$ cat src/rtl/ram_stream_reader_if.sv
// Bundle for ram_stream_reader: control, RAM read port, output stream.
// master = controller/RAM/consumer side, slave = the reader itself.
interface ram_stream_reader_if #(
  parameter int WIDTH   = 8,
  parameter int ENTRIES = 256
);
  localparam int AW = $clog2(ENTRIES);
  localparam int CW = $clog2(ENTRIES + 1);

  logic             start;
  logic [AW-1:0]    start_address;
  logic [CW-1:0]    count;
  logic             abort;
  logic             busy;
  logic             done;
  logic [AW-1:0]    ram_address;
  logic [WIDTH-1:0] ram_read_data;
  logic [WIDTH-1:0] out_data;
  logic             out_valid;
  logic             out_ready;

  modport master (
    output start, start_address, count, abort,
    output ram_read_data, out_ready,
    input  busy, done, ram_address,
    input  out_data, out_valid
  );

  modport slave (
    input  start, start_address, count, abort,
    input  ram_read_data, out_ready,
    output busy, done, ram_address,
    output out_data, out_valid
  );
endinterface

$ cat src/rtl/ram_stream_reader.sv
// Reads count consecutive RAM words (1-cycle read latency) and streams
// them on valid/ready. Ports: clk, rst_n, bus (ram_stream_reader_if.slave).
module ram_stream_reader #(
  parameter int WIDTH   = 8,
  parameter int ENTRIES = 256
) (
  input logic                clk,
  input logic                rst_n,
  ram_stream_reader_if.slave bus
);
  localparam int AW = $clog2(ENTRIES);
  localparam int CW = $clog2(ENTRIES + 1);
  localparam logic [AW-1:0] LAST = AW'(ENTRIES - 1);
  localparam logic [CW-1:0] MAXC = CW'(ENTRIES);

  typedef enum logic [1:0] {
    IDLE  = 2'd0,
    READ  = 2'd1,
    DRAIN = 2'd2
  } state_e;

  state_e           state_q, state_d;
  logic [AW-1:0]    addr_q, addr_d;
  logic [CW-1:0]    remain_q, remain_d;
  logic [CW-1:0]    left_q, left_d;
  logic             inflight_q, inflight_d;
  logic [1:0]       occ_q, occ_d;
  logic             wr_ptr_q, wr_ptr_d;
  logic             rd_ptr_q, rd_ptr_d;
  logic             done_q, done_d;
  logic [WIDTH-1:0] buf_q [2];

  logic          flush;
  logic          pop;
  logic          push;
  logic          issue;
  logic [2:0]    outstanding;
  logic [CW-1:0] eff_cnt;
  logic [AW-1:0] addr_nxt;

  assign flush = bus.abort && (state_q != IDLE);
  assign pop   = (occ_q != 2'd0) && bus.out_ready;
  // Data returns the cycle after an issue; drop it on a cancel.
  assign push  = inflight_q && !flush;

  // Words already owed to the buffer after this cycle's pop.
  assign outstanding = {1'b0, occ_q}
                     + {2'b0, inflight_q}
                     - {2'b0, pop};

  assign issue = (state_q == READ)
              && (remain_q != '0)
              && (outstanding < 3'd2);

  assign eff_cnt  = (bus.count > MAXC) ? MAXC : bus.count;
  assign addr_nxt = (addr_q == LAST) ? '0 : addr_q + AW'(1);

  always_comb begin
    state_d    = state_q;
    addr_d     = addr_q;
    remain_d   = remain_q;
    left_d     = left_q;
    inflight_d = inflight_q;
    occ_d      = occ_q;
    wr_ptr_d   = wr_ptr_q;
    rd_ptr_d   = rd_ptr_q;
    done_d     = 1'b0;
    unique case (state_q)
      IDLE: begin
        if (bus.start) begin
          if (eff_cnt == '0) begin
            done_d = 1'b1;
          end else begin
            state_d  = READ;
            addr_d   = bus.start_address;
            remain_d = eff_cnt;
            left_d   = eff_cnt;
          end
        end
      end
      READ, DRAIN: begin
        if (flush) begin
          state_d    = IDLE;
          remain_d   = '0;
          left_d     = '0;
          inflight_d = 1'b0;
          occ_d      = 2'd0;
          wr_ptr_d   = 1'b0;
          rd_ptr_d   = 1'b0;
        end else begin
          inflight_d = issue;
          if (issue) begin
            addr_d   = addr_nxt;
            remain_d = remain_q - CW'(1);
            if (remain_q == CW'(1)) begin
              state_d = DRAIN;
            end
          end
          if (push) begin
            wr_ptr_d = ~wr_ptr_q;
          end
          if (pop) begin
            rd_ptr_d = ~rd_ptr_q;
            left_d   = left_q - CW'(1);
            if (left_q == CW'(1)) begin
              state_d = IDLE;
              done_d  = 1'b1;
            end
          end
          occ_d = occ_q + {1'b0, push} - {1'b0, pop};
        end
      end
      default: begin
        state_d = IDLE;
      end
    endcase
  end

  always_ff @(posedge clk or negedge rst_n) begin
    if (!rst_n) begin
      state_q    <= IDLE;
      addr_q     <= '0;
      remain_q   <= '0;
      left_q     <= '0;
      inflight_q <= 1'b0;
      occ_q      <= 2'd0;
      wr_ptr_q   <= 1'b0;
      rd_ptr_q   <= 1'b0;
      done_q     <= 1'b0;
    end else begin
      state_q    <= state_d;
      addr_q     <= addr_d;
      remain_q   <= remain_d;
      left_q     <= left_d;
      inflight_q <= inflight_d;
      occ_q      <= occ_d;
      wr_ptr_q   <= wr_ptr_d;
      rd_ptr_q   <= rd_ptr_d;
      done_q     <= done_d;
    end
  end

  // Never overwrites an unread slot: issue keeps outstanding <= 2.
  always_ff @(posedge clk or negedge rst_n) begin
    if (!rst_n) begin
      buf_q[0] <= '0;
      buf_q[1] <= '0;
    end else if (push) begin
      buf_q[wr_ptr_q] <= bus.ram_read_data;
    end
  end

  assign bus.busy        = (state_q != IDLE);
  assign bus.done        = done_q;
  assign bus.ram_address = addr_q;
  assign bus.out_valid   = (occ_q != 2'd0);
  assign bus.out_data    = buf_q[rd_ptr_q];
endmodule

$ cat src/flat_wrapper.sv
// flat-port wrapper written by rule: the top's interface ports become plain ports
module ram_stream_reader_flat 
#(
  parameter int WIDTH   = 8,
  parameter int ENTRIES = 256
)
  (clk, rst_n, bus_start, bus_start_address, bus_count, bus_abort, bus_ram_read_data, bus_out_ready, bus_busy, bus_done, bus_ram_address, bus_out_data, bus_out_valid);
  ram_stream_reader_if #(.WIDTH(WIDTH), .ENTRIES(ENTRIES)) bus_i ();
  input logic clk;
  input logic rst_n;
  input wire logic [$bits(bus_i.start)-1:0] bus_start;
  input wire logic [$bits(bus_i.start_address)-1:0] bus_start_address;
  input wire logic [$bits(bus_i.count)-1:0] bus_count;
  input wire logic [$bits(bus_i.abort)-1:0] bus_abort;
  input wire logic [$bits(bus_i.ram_read_data)-1:0] bus_ram_read_data;
  input wire logic [$bits(bus_i.out_ready)-1:0] bus_out_ready;
  output wire logic [$bits(bus_i.busy)-1:0] bus_busy;
  output wire logic [$bits(bus_i.done)-1:0] bus_done;
  output wire logic [$bits(bus_i.ram_address)-1:0] bus_ram_address;
  output wire logic [$bits(bus_i.out_data)-1:0] bus_out_data;
  output wire logic [$bits(bus_i.out_valid)-1:0] bus_out_valid;
  assign bus_i.start = bus_start;
  assign bus_i.start_address = bus_start_address;
  assign bus_i.count = bus_count;
  assign bus_i.abort = bus_abort;
  assign bus_i.ram_read_data = bus_ram_read_data;
  assign bus_i.out_ready = bus_out_ready;
  assign bus_busy = bus_i.busy;
  assign bus_done = bus_i.done;
  assign bus_ram_address = bus_i.ram_address;
  assign bus_out_data = bus_i.out_data;
  assign bus_out_valid = bus_i.out_valid;
  ram_stream_reader #(.WIDTH(WIDTH), .ENTRIES(ENTRIES)) u_core (.clk(clk), .rst_n(rst_n), .bus(bus_i));
endmodule
$ cat config.mk
export PLATFORM = sky130hd
export DESIGN_NAME = ram_stream_reader_flat
export DESIGN_NICKNAME = d
export VERILOG_FILES = /design/src/rtl/ram_stream_reader_if.sv /design/src/rtl/ram_stream_reader.sv /design/src/flat_wrapper.sv
export SDC_FILE = /design/constraint.sdc
export NUM_CORES = 1
export LEC_CHECK = 0
export BUFFER_PORTS_ARGS = -buffer_cell sky130_fd_sc_hd__buf_2
export CORE_ASPECT_RATIO = 1.1
export CORE_UTILIZATION = 59
export CTS_BUF_LIST = sky130_fd_sc_hd__clkbuf_4
export DETAILED_ROUTE_END_ITERATION = 8
export GPL_TIMING_DRIVEN = 0
export PLACE_DENSITY = 0.83
export RECOVER_POWER = 25
export SETUP_SLACK_MARGIN = 0.05
export SYNTH_ARGS = -nofsm -noshare
export SYNTH_HDL_FRONTEND = slang
export SYNTH_SLANG_ARGS = --single-unit
$ cat constraint.sdc
create_clock -name clk -period 3.1 [get_ports clk]
set_clock_uncertainty 0.05 [all_clocks]
set_input_delay 0.465 -clock clk [delete_from_list [all_inputs] [get_ports clk]]
set_output_delay 0.465 -clock clk [all_outputs]
set_load 0.1 [all_outputs]
# After elaboration in Yosys (flattened, before gate mapping)

Index checks and enable logic that the tools add are counted.

Register bits: 50
Bits in latches: 0
Memory bits (writable): 0
Bits in read-only memories: 0
Input bits: 30
Output and inout bits: 19
Word-level logic and storage cells: 101
Memories kept: 0

Add/sub/neg operators: 7
Multiply operators: 0
Divide/modulo/power cells: 0
Order comparisons: 5
Eq/ne operators: 11
Shift-type cells: 0
Multiplexer cells: 41
Bitwise logic cells: 4
Reduce and logical (&&, ||, !) cells: 22

Operator list:

| cell                                                               | count |
|---|---|
| 8-bit 2-to-1 mux                                                   | 9 |
| 9-bit 2-to-1 mux                                                   | 7 |
| 9-bit one-hot mux with 2 select lines                              | 2 |
| 9-bit by 1-bit == test with 1-bit output, second input constant    | 2 |
| 9-bit by 1-bit subtractor with 9-bit output, second input constant | 2 |
| 16-bit bitwise mux                                                 | 1 |
| 2-bit 2-to-1 mux                                                   | 8 |
| 8-bit one-hot mux with 2 select lines                              | 1 |
| 1-bit 2-to-1 mux                                                   | 10 |
| 2-bit nonzero test                                                 | 5 |
| 9-bit > comparator, second input constant                          | 1 |
| 9-bit zero test                                                    | 1 |
| 9-bit nonzero test                                                 | 1 |
| 8-bit by 1-bit adder with 8-bit output, second input constant      | 1 |
| 8-bit demux with 1-bit select                                      | 1 |
| 8-bit == test, second input constant                               | 1 |
| 4-bit AND reduction                                                | 2 |
| 1-bit logical AND                                                  | 6 |
| 2-bit != test, second input constant                               | 3 |
| 3-bit by 1-bit != test with 1-bit output, second input constant    | 2 |
| 2-bit AND reduction                                                | 3 |
| 5-bit AND reduction                                                | 1 |
| 2-bit >= comparator, second input constant                         | 2 |
| 1-bit inverter with 2-bit output                                   | 2 |
| other kinds (15)                                                   | 16 |

# Longest topological paths before layout

Gate-level depths: netlist of the first run.

Depth after elaboration: 10
Mapped depth: 11
Depth with buffers taken out: 10

# Worst setup path after synthesis of the first run

No wires, ideal clock.

Kind: register -> register
Start point: register u_core.occ_q[1]
End point: register u_core.addr_q[1] (netlist: u_core.bus.ram_address[1])
Library setup time: 87 ps
Data arrival time: 2732 ps
Setup slack: 231 ps
Cell stages (with the launch flop): 11
Buffers on the path: 1
Cells stage by stage: dfrtp_1 > or2_2 > nand2_1 > nor2_1 > fa_1 > xor2_2 > nor3_4 > and2_0 > buf_2 > o22ai_1 > a211oi_2

Word-level cells in the longest chain between the ends: 7
Elaborated cells between the ends (all ways): 8
Those cells by class: add/sub: 2; order compare: 1; eq/ne: 1; reduce/logical: 4

RTL lines:

| item                                                      | RTL line                 | text |
|---|---|---|
| from (decl)                                               | ram_stream_reader.sv:27  | `logic [1:0] occ_q, occ_d;` |
| from (signal assigned)                                    | ram_stream_reader.sv:126 | `occ_q <= 2'd0;` |
| from (signal assigned)                                    | ram_stream_reader.sv:136 | `occ_q <= occ_d;` |
| 2-bit nonzero test                                        | -                        |  |
| via bus_out_valid                                         | flat_wrapper.sv:21       | `output wire logic [$bits(bus_i.out_valid)-1:0] bus_out_valid;` |
| 1-bit logical AND                                         | ram_stream_reader.sv:42  | `assign pop = (occ_q != 2'd0) && bus.out_ready;` |
| 3-bit by 1-bit subtractor with 3-bit output               | ram_stream_reader.sv:49  | `- {2'b0, pop};` |
| 3-bit by 2-bit less-than comparator with 1-bit output     | ram_stream_reader.sv:53  | `&& (outstanding < 3'd2);` |
| 1-bit logical AND                                         | ram_stream_reader.sv:53  |  |
| 2-bit by 1-bit != test with 1-bit output (no source line) | -                        |  |
| 5-bit AND reduction (no source line)                      | -                        |  |
| to (signal assigned)                                      | ram_stream_reader.sv:132 | `addr_q <= addr_d;` |
| to (decl)                                                 | ram_stream_reader.sv:23  | `logic [AW-1:0] addr_q, addr_d;` |

The timed path passes the listed nets, and every way through them passes these cells.
A chain may end at the register's enable or synchronous reset.

# Final worst setup path of the first run

Start point: register u_core.occ_q[1]
End point: register u_core.addr_q[1] (netlist: u_core.bus.ram_address[1])

Word-level cells in the longest chain between the ends: 7
Elaborated cells between the ends (all ways): 8
Those cells by class: add/sub: 2; order compare: 1; eq/ne: 1; reduce/logical: 4

RTL lines:

| item                                                                           | RTL line |
|---|---|
| branches (longest 2 deep; another with 2-bit by 1-bit adder with 3-bit output) | - |
| 3-bit by 1-bit subtractor with 3-bit output (*)                                | ram_stream_reader.sv:49 |
| 3-bit by 2-bit less-than comparator with 1-bit output (*)                      | ram_stream_reader.sv:53 |
| 1-bit logical AND (*)                                                          | ram_stream_reader.sv:53 |
| 2-bit by 1-bit != test with 1-bit output (no source line) (*)                  | - |
| 5-bit AND reduction (no source line) (*)                                       | - |

Mark *: on every way between the ends.

==> reports/qor.yml, run 1 <==
clock_network:
  cts_setup_buffers: 0
  cts.path.max_buffers: 2
  clkSinkCount: 50
  clk_latency_ns: 0.37
  cts-hold-fix-buffers: 0
  htreeDepth: 2
  cts-root-buf: "clkbuf_4"
  path_clk_slew_ns: 0.15
  cts_tree: "yes"
  cts_resized: 0
  cts_buffers: 5
timing:
  fmax_ghz: 0.355
  hold_violations: 0
  finalCriticalPeriod_ns: 2.82
  min_period_over_period_pct: 91.0
  tightest_slew_ns: 1.25
  drv_slew: 0
  whs_ns: 0.269
  setup_viol: 0
  rsz0062_at_grt: "no"
  slew-limit-headroom_pct: 16.8
  fin_tns_setup_ns: 0
worst_hold_path:
  hp-class: "primary input to asynchronous set/reset pin"
die:
  initial_utilization_pct: 61.3
  die_w_um: 71.0
  die_y_um: 77.8
  row_count: 27
  fp.dieArea_um2: 5520
  ios: 49
  core_area_um2: 5030
run_status:
  violations: "design-rule violations"
  status: "finished, violations left"
cells_and_area:
  drive_gt1_share_pct: 28.2
  synthToLayoutAreaGrowth_pct: 13.1
  nets: 413
  diodes: 0
  stdcell_count: 430
grt:
  antenna_found_initial: 0
  grt_pass1_wl_um: 12100
  grt.total_usage_pct: 27.9
  grt_max_degree: 51
  overflow: 0
  grt_pass1_vias: 2634
setup_path:
  reg2reg_to: "u_core.bus.ram_address[1]$_DFFE_PN0P_"
  crit_arrival_ns: 3.07
  endpoint: "u_core.bus.ram_address[1]$_DFFE_PN0P_"
  critPathKind: "flop to flop"
  slowest_stage: "fa_1"
  path_max_fanout: 6
  start_kind: "flop"
  max_stage_delay_ns: 0.52
  crit_top_cell: "nand2_1"
  r2r_start: "u_core.occ_q[1]$_DFFE_PN0N_"
  cp_data_required_time_ns: 3.35
  crit_path_start: "u_core.occ_q[1]$_DFFE_PN0N_"
  reg2reg_slack_ns: 0.28
  crit_chain: "or2_2, nand2_1, nor2_1, fa_1, nand2_1, nor3_4, and2_0, buf_2, o22ai_1, a211oi_2"
  r2r_cells: 10
  endpoint_kind: "flop"
detailed_routing:
  wl_per_cell_um: 16.8
  ant_nets: 0
  drt-initial-drc-count: 294
  drc: 8
  num_vias: 2719
  dr.pass1.iters: 9
  via_per_inst: 6.32
  routed_wl_um: 7210
logic_synthesis:
  synth_edf_count: 0
  syn-num-nets: 357
  syn-instance-count: 315
  synth_area_per_cell_um2: 9.80
  mappedNetlistArea_um2: 3090
  ys_types: 63
  synthArstFlopShare_pct: 100
  ys_warn_count: 0
  seq_area_frac_synth_pct: 40.6
  ys_ff_latch: 50
  yosys_most_used_dff: "dfrtp_1"
place:
  place_inst: 421
  portBuffers: 48
  post-dp-hpwl_um: 5270
  place.gp.congestion: 0.862
run:
  drv_cap: 0
metrics by stage:
stage	setup slack [ns]	instance area [um^2]	util [%]
6_report	0.279	3490	69.3
5_1_grt	0.109	3490	69.3
4_1_cts	0.222	3480	69.2
3_5_place_dp	0.262	3400	67.5
3_3_place_gp	0.323	3400	67.5
2_1_floorplan	0.231	3090	-
kinds of logic after synthesis:
family,count (synthesis),share of synthesized area (%)
XOR/XNOR,3,1.10
buffers and inverters,26,4.26
flip-flops,50,40.6
adder cells (fa/ha/maj),12,5.11
AO/OA/AOI/OAI,92,20.9
AND/OR/NAND/NOR,106,18.6
multiplexers,26,9.45
registers in the layout (all words and copies together) (netlist names):
signal and cells:
u_core.buf_q 16, u_core.bus.done 1, u_core.bus.ram_address 8, u_core.inflight_q 1
u_core.left_q 9, u_core.occ_q 2, u_core.rd_ptr_q 1, u_core.remain_q 9
u_core.state_q 2, u_core.wr_ptr_q 1
how the worst min path moves through the flow:
| stage | slack (ns) | end |
|---|---|---|
| floorplan | 0.12 | u_core.buf_q[0]$_DFFE_PN0P_ |
| global placement | 0.43 | u_core.buf_q[0]$_DFFE_PN0P_ |
| detailed placement | 0.44 | u_core.buf_q[7]$_DFFE_PN0P_ |
| CTS | 0.25 | u_core.bus.ram_address[0]$_DFFE_PN0P_ |
| global route | 0.25 | u_core.buf_q[0]$_DFFE_PN0P_ |
| finish | 0.27 | u_core.buf_q[6]$_DFFE_PN0P_ |
critical path, delay by kind of cell (launching register included):
family	cells	cell delay [ns]
compound gates	2	0.32
buf+inv	1	0.17
fa+ha+maj	1	0.52
flops	1	0.48
simple gates	6	1.20
synthesized netlist by cell type, drive strengths merged, types with 3 or more instances:
| cell type | count | share of area [%] |
|---|---|---|
| a211oi | 3 | 1.2 |
| o22ai | 12 | 2.4 |
| buf | 7 | 1.9 |
| dfrtp | 50 | 41 |
| nor4 | 6 | 1.9 |
| clkbuf | 6 | 0.73 |
| ha | 11 | 4.5 |
| nor2 | 27 | 3.5 |
| mux2 | 25 | 9.1 |
| nand4 | 3 | 0.61 |
| a31oi | 12 | 2.4 |
| xor2 | 3 | 1.1 |
| and3 | 4 | 0.81 |
| inv | 12 | 1.5 |
| nand3 | 8 | 1.3 |
| o22a | 6 | 1.7 |
| o21ai | 9 | 1.5 |
| nand2 | 30 | 3.7 |
| a2bb2oi | 9 | 2.8 |
| a21oi | 22 | 3.7 |
| nor3 | 9 | 1.8 |
final cells by class:
type                       instances  area (um^2)
multi-input combinational        239         1700
fill                             407         1550
sequential                        50         1250
timing repair buffer              49          248
buffer                            13         82.6
tap                               58         72.6
inverter                          13         48.8
clock inverter                     3         45.0
clock buffer                       5         37.5
layout by cell type (no fill, tap or decap), types with 8 or more instances in the layout:
| cell | count |
|---|---|
| nor3_1 | 8 |
| dfrtp_1 | 50 |
| a2bb2oi_1 | 8 |
| a21oi_1 | 21 |
| nand2_1 | 29 |
| nor2_1 | 26 |
| nand3_1 | 8 |
| ha_1 | 11 |
| mux2_2 | 25 |
| buf_2 | 50 |
| a31oi_1 | 12 |
| o21ai_0 | 8 |
| o22ai_1 | 12 |
| inv_1 | 12 |
metal layers:
layer	wire (um)	vias to the layer above	share of wire, %	global-route usage (%)
met5	0	-	0	0
met2	3690	107	51	49.7
li1	-	1294	-	-
met4	98	0	1.4	9.60
met1	3050	1307	42	33.9
met3	361	11	5.0	4.81
Power of run 1 is not shown: default switching activity piles up to over one toggle a cycle in this logic, so the estimate is an artifact.
==> run 2, diff against run 1 <==
REMOVE_ABC_BUFFERS = 1   (was default)
==> run 2 against run 1 <==
The flow now finishes without violations. Wire length is 1.6% lower. Sequential cell count did not move. Setup slack got worse by 0.062 ns. Clock-buffer cell count did not move. Via count down 2.5%. Hold slack improved by 0.0025 ns. Final area down 2.6%. First-iteration DRC count decreased by 47%. Non-clock buffer count down 14. Register-to-register slack worse by 0.06 ns.
==> reports/qor.yml, run 2 (synthesis results as in run 1) <==
setup_path:
  cp_num_buf_inv: 0  # -1
  cp_data_required_time_ns: 3.33  # -0.02 ns
  start_kind: "flop"
  crit_arrival_ns: 3.11  # +0.04 ns
  endpoint_kind: "flop"
  slowest_stage: "fa_1"
  crit_chain: "or2_2, nand2_1, nor2_1, fa_1, nand2_1, nor3_4, and2_2, o22ai_1, a211oi_2"
  path_max_fanout: 7  # +1
  critPathKind: "flop to flop"
  cp_top_family: "simple AND/OR/NAND/NOR gates"
  crit_top_cell: "nand2_1"
  max_stage_delay_ns: 0.54  # +0.02 ns
place:
  post-dp-hpwl_um: 5060  # -4.0%
  place.gp.congestion: 0.848  # -1.6%
  portBuffers: 48  # unchanged
grt:
  overflow: 0  # unchanged
  grt_pass1_wl_um: 11600  # -3.8%
  grt.total_usage_pct: 26.8  # -1.2 points
  grt_pass1_vias: 2445  # -7.2%
  antenna_found_initial: 0  # unchanged
  grt_max_degree: 51  # unchanged
clock_network:
  cts-root-buf: "clkbuf_4"
  cts_resized: 0  # unchanged
  htreeDepth: 2  # unchanged
  cts_setup_buffers: 0  # unchanged
  path_clk_slew_ns: 0.15  # about the same
  cts-hold-fix-buffers: 0  # unchanged
  cts_tree: "yes"
  cts.path.max_buffers: 2  # unchanged
  clkSinkCount: 50  # unchanged
  clk_latency_ns: 0.37  # about the same
  cts_buffers: 5  # unchanged
die:
  core_area_um2: 5030  # unchanged
  initial_utilization_pct: 61.3  # unchanged
  die_y_um: 77.8  # unchanged
  row_count: 27  # unchanged
  ios: 49  # unchanged
  die_w_um: 71.0  # unchanged
  fp.dieArea_um2: 5520  # unchanged
detailed_routing:
  drc: 0  # -8
  num_vias: 2650  # -2.5%
  ant_nets: 0  # unchanged
  wl_per_cell_um: 17.1  # +1.9%
  routed_wl_um: 7090  # -1.6%
  dr.pass1.iters: 7  # -2
  drt-initial-drc-count: 157  # -47%
  via_per_inst: 6.39  # +0.99%
timing:
  drv_slew: 0  # unchanged
  slew-limit-headroom_pct: 18.7  # +1.9 points
  setup_viol: 0  # unchanged
  tightest_slew_ns: 1.22  # -0.0292 ns
  fmax_ghz: 0.347  # -2.1%
  finalCriticalPeriod_ns: 2.88  # +0.0617 ns
  hold_violations: 0  # unchanged
  whs_ns: 0.271  # +0.00248 ns
  fin_tns_setup_ns: 0  # unchanged
  min_period_over_period_pct: 93.0  # +2.0 points
  rsz0062_at_grt: "no"
worst_hold_path:
  hp-class: "primary input to asynchronous set/reset pin"
cells_and_area:
  drive_gt1_share_pct: 27.2  # -1.1 points
  final_common_cell: "dfrtp_1"
  top_register: "u_core.buf_q"
  nets: 399  # -3.4%
  largest_reg_flops: 16  # unchanged
  diodes: 0  # unchanged
  synthToLayoutAreaGrowth_pct: 10.1
  layout_common_cells: "dfrtp_1, buf_2, nand2_1, nor2_1, mux2_2"
  reg_top3: "u_core.buf_q (16), u_core.left_q (9), u_core.remain_q (9)"
run_status:
  status: "finished, final reports clean"
run:
  drv_cap: 0  # unchanged
## run 2: changes by cell type in the layout (fill, tap and decap cells not counted), sizes merged
cell | before | now
buf | 55 | 47
clkbuf | 12 | 6
clkinvlp | 2 | 0
clkinv | 1 | 2
## run 2: area by class of cell
class / count / area [um^2]
inverters: 13 / 48.8
flip-flops and latches: 50 / 1250
repair buffers: 48 / 240
multi-input cells: 239 / 1710
clock buffers: 5 / 37.5
clock inverters: 2 / 33.8
fillers: 403 / 1640
well taps: 58 / 72.6
## run 2: metal layers
layer	GRT usage, %	part of all wire, %	vias to the layer above	routed length, um
li1	-	-	1259	-
met1	34.9	43	1275	3050
met2	45.0	50	99	3550
met3	4.42	4.7	17	331
met4	9.40	2.2	0	153
met5	0	0	-	0
## run 2: worst paths after layout
kind	start	endpoint	slack, ns	depth (start not counted)
hold reg to reg	u_core.buf_q[0]$_DFFE_PN0P_	u_core.buf_q[0]$_DFFE_PN0P_	0.47	1
setup reg to reg	u_core.occ_q[1]$_DFFE_PN0N_	u_core.bus.ram_address[1]$_DFFE_PN0P_	0.22	9
max in group asynchronous	rst_n	u_core.bus.ram_address[3]$_DFFE_PN0P_	1.98	1
min in group clk	bus_ram_read_data[4]	u_core.buf_q[12]$_DFFE_PN0P_	0.28	2
setup / recovery	u_core.occ_q[1]$_DFFE_PN0N_	u_core.bus.ram_address[1]$_DFFE_PN0P_	0.22	9
hold / removal	rst_n	u_core.buf_q[13]$_DFFE_PN0P_	0.27	1
## run 2: worst register-to-register path: stages, from the launching register on
cell      delay [ns]
dfrtp_1         0.48
or2_2           0.31
nand2_1         0.20
nor2_1          0.10
fa_1            0.54
nand2_1         0.18
nor3_4          0.31
and2_2          0.28
o22ai_1         0.11
a211oi_2        0.25
## run 2: through the flow
stage          utilization (%)  area (um^2)  cells  setup WS, ns
2_1_floorplan                -         3000    302         0.214
3_3_place_gp              65.9         3320    408         0.221
3_5_place_dp              65.9         3320    408         0.185
4_1_cts                   67.3         3390    415         0.122
5_1_grt                   67.5         3400    415        0.0720
6_report                  67.5         3400    415         0.218
Power of run 2 is left out for the same reason.
==> run 3, diff against run 2 <==
ABC_AREA = 1   (was default)
PLACE_DENSITY = 0.82   (was 0.83)
==> run 3 against run 2 <==
The run now ends with max-capacitance violations, max-slew violations left. Final area is 2.8% higher. Setup slack better by 0.031 ns. Wire length is 3.3% lower.
==> reports/qor.yml, run 3 <==
run_status:
  status: "finished, violations left"
  violations: "max-capacitance violations, max-slew violations"
timing:
  tightest_slew_ns: 2.63  # +1.41 ns
  fin_ws_ns: 0.249  # +0.0315 ns
  whs_ns: 0.271  # -0.000650 ns
  fmax_ghz: 0.351  # +1.1%
  hold_violations: 0  # unchanged
  drv_slew: 51  # +51
  slew-limit-headroom_pct: -75.1  # -94 points
  finalCriticalPeriod_ns: 2.85  # -0.0315 ns
  setup_viol: 0  # unchanged
  min_period_over_period_pct: 92.0  # -1.0 points
  rsz0062_at_grt: "no"
logic_synthesis:
  synth.largest_area_cell: "dfrtp_1"
  syn-instance-count: 447  # +42%
  ys_warn_count: 0  # unchanged
  synth_edf_count: 0  # unchanged
  yosys_most_used_dff: "dfrtp_1"
  synth.area.top_cells: "dfrtp_1, nand2_1, o21ai_0"
  mappedNetlistArea_um2: 3170  # +2.7%
  ys_ff_latch: 50  # unchanged
  ys_types: 32  # -49%
  synth_top_area_share_pct: 39.5  # -1.1 points
  synth.most_common_cell: "nand2_1"
  seq_area_frac_synth_pct: 39.5  # -1.1 points
  synth_area_per_cell_um2: 7.09  # -28%
  synthTopCellsByCount: "nand2_1, dfrtp_1, inv_1, o21ai_0, nor2_1"
  synthArstFlopShare_pct: 100  # unchanged
cells_and_area:
  top_register: "u_core.buf_q"
  final_common_cell: "nand2_1"
  largest_reg_flops: 16  # unchanged
  nets: 534  # +34%
  diodes: 0  # unchanged
  stdcell_count: 565  # +36%
  drive_gt1_share_pct: 15.6  # -12 points
  finalInstanceArea_um2: 3490  # +2.8%
  layout_common_cells: "nand2_1, dfrtp_1, inv_1, buf_2, o21ai_0"
  reg_top3: "u_core.buf_q (16), u_core.left_q (9), u_core.remain_q (9)"
  synthToLayoutAreaGrowth_pct: 10.3
grt:
  grt.total_usage_pct: 26.0  # -0.78 points
  antenna_found_initial: 0  # unchanged
  grt_max_degree: 51  # unchanged
  overflow: 0  # unchanged
  grt_pass1_wl_um: 11700  # +0.53%
  grt_pass1_vias: 2687  # +9.9%
detailed_routing:
  routed_wl_um: 6850  # -3.3%
  drc: 0  # unchanged
  wl_per_cell_um: 12.1  # -29%
  drt-initial-drc-count: 249  # +59%
  ant_nets: 0  # unchanged
  via_per_inst: 5.26  # -18%
  num_vias: 2971  # +12%
  dr.pass1.iters: 4  # -3
setup_path:
  slowest_stage: "nor2_2"
  cp_num_buf_inv: 3  # +3
  crit_arrival_ns: 3.12  # about the same
  path_max_fanout: 23  # +16
  cp_data_required_time_ns: 3.37  # +0.04 ns
  start_kind: "flop"
  max_stage_delay_ns: 0.57  # +0.03 ns
  crit_top_cell: "inv_1"
  endpoint_kind: "flop"
  critPathKind: "flop to flop"
  cp_top_family: "buffers and inverters"
  crit_chain: "inv_1, ha_1, inv_1, nor2_2, inv_1, a21oi_1, a21oi_1, o21ai_0"
place:
  portBuffers: 48  # unchanged
  place.gp.congestion: 0.927  # +9.2%
  dpl_cell_area_um2: 3430  # +3.3%
  place_inst: 556  # +36%
  post-dp-hpwl_um: 5050  # -0.17%
  pre_cts_ws_ns: 0.303  # +0.118 ns
die:
  die_w_um: 71.9  # +1.3%
  row_count: 27  # unchanged
  core_area_um2: 5100  # +1.3%
  fp.dieArea_um2: 5670  # +2.6%
  initial_utilization_pct: 62.1  # +0.81 points
  die_y_um: 78.9  # +1.3%
  ios: 49  # unchanged
clock_network:
  path_clk_slew_ns: 0.16  # about the same
  cts-hold-fix-buffers: 0  # unchanged
  cts-root-buf: "clkbuf_4"
  htreeDepth: 2  # unchanged
  cts_tree: "yes"
  clkSinkCount: 50  # unchanged
  clk_latency_ns: 0.38  # about the same
  cts_buffers: 5  # unchanged
  cts.path.max_buffers: 2  # unchanged
run:
  drv_cap: 1  # +1
worst_hold_path:
  hp-class: "primary input to flop"
## run 3: changes by cell type in the layout (fill, tap and decap cells not counted), moves of 9 or more
cell     delta
a21oi_1    -12
a31oi_1     -9
inv_1      +36
mux2_2     -25
nand2_1   +126
nand3_1    +18
nor2_1     +12
o21ai_0    +36
## run 3: final timing paths
| kind | endpoint | slack, ns | depth (start not counted) | from |
|---|---|---|---|---|
| min in group asynchronous | u_core.remain_q[4]$_DFFE_PN0P_ | 0.83 | 1 | rst_n |
| worst max-delay path | u_core.remain_q[3]$_DFFE_PN0P_ | 0.25 | 8 | u_core.state_q[0]$_DFFE_PN0P_ |
| worst max register to register | u_core.remain_q[3]$_DFFE_PN0P_ | 0.25 | 8 | u_core.state_q[0]$_DFFE_PN0P_ |
| worst min register to register | u_core.buf_q[6]$_DFFE_PN0P_ | 0.45 | 2 | u_core.buf_q[6]$_DFFE_PN0P_ |
| max in group asynchronous | u_core.occ_q[0]$_DFFE_PN0N_ | 0.67 | 1 | rst_n |
| worst min-delay path | u_core.buf_q[15]$_DFFE_PN0P_ | 0.27 | 3 | bus_ram_read_data[7] |
## run 3: cells by family (layout without fill, tap and decap cells)
| family | count (synthesis) | after routing | share of synthesized area, % |
|---|---|---|---|
| AND/OR/NAND/NOR | 237 | 237 | 31.4 |
| AO/OA/AOI/OAI | 75 | 75 | 13.3 |
| adder cells (fa/ha/maj) | 12 | 12 | 4.98 |
| XOR/XNOR | 8 | 8 | 2.21 |
| flip-flops | 50 | 50 | 39.5 |
| buffers and inverters | 65 | 111 | 8.69 |
## run 3: timing repair
item,in CTS,in global routing
buffers inserted,0,1
resized for setup,0,1
endpoints found under the setup margin,0,8
hold endpoints to repair,0,0
## run 3: through the flow
step           util, %  setup TNS, ns
2_1_floorplan        -         -0.154
3_3_place_gp      67.2              0
3_5_place_dp      67.2              0
4_1_cts           68.3              0
5_1_grt           68.5              0
6_report          68.5              0
## run 3: cell type report
type,instances,area (um^2)
flip-flops and latches,50,1250
multi-input cells,332,1650
inverters,54,203
clock inverters,3,20.0
fillers,429,1610
repair buffers,49,246
clock buffers,5,37.5
well taps,72,90.1
## run 3: worst reg2reg max path, delay by kind of cell (launching register included)
| kind | cells | cell delay (ns) |
|---|---|---|
| buffers and inverters | 3 | 0.82 |
| AND/OR/NAND/NOR | 1 | 0.58 |
| AO/OA/AOI/OAI | 3 | 0.45 |
| adder cells (fa/ha/maj) | 1 | 0.49 |
| flip-flops | 1 | 0.42 |
## run 3: routing by layer
metal	track usage [%]	vias up	wire length, um	share of wire, %
met2	45.8	70	3380	49
met1	32.9	1379	3110	45
met5	0	-	0	0
li1	-	1511	-	-
met4	8.43	0	126	1.8
met3	3.43	11	242	3.5
Power of run 3 is left out for the same reason.
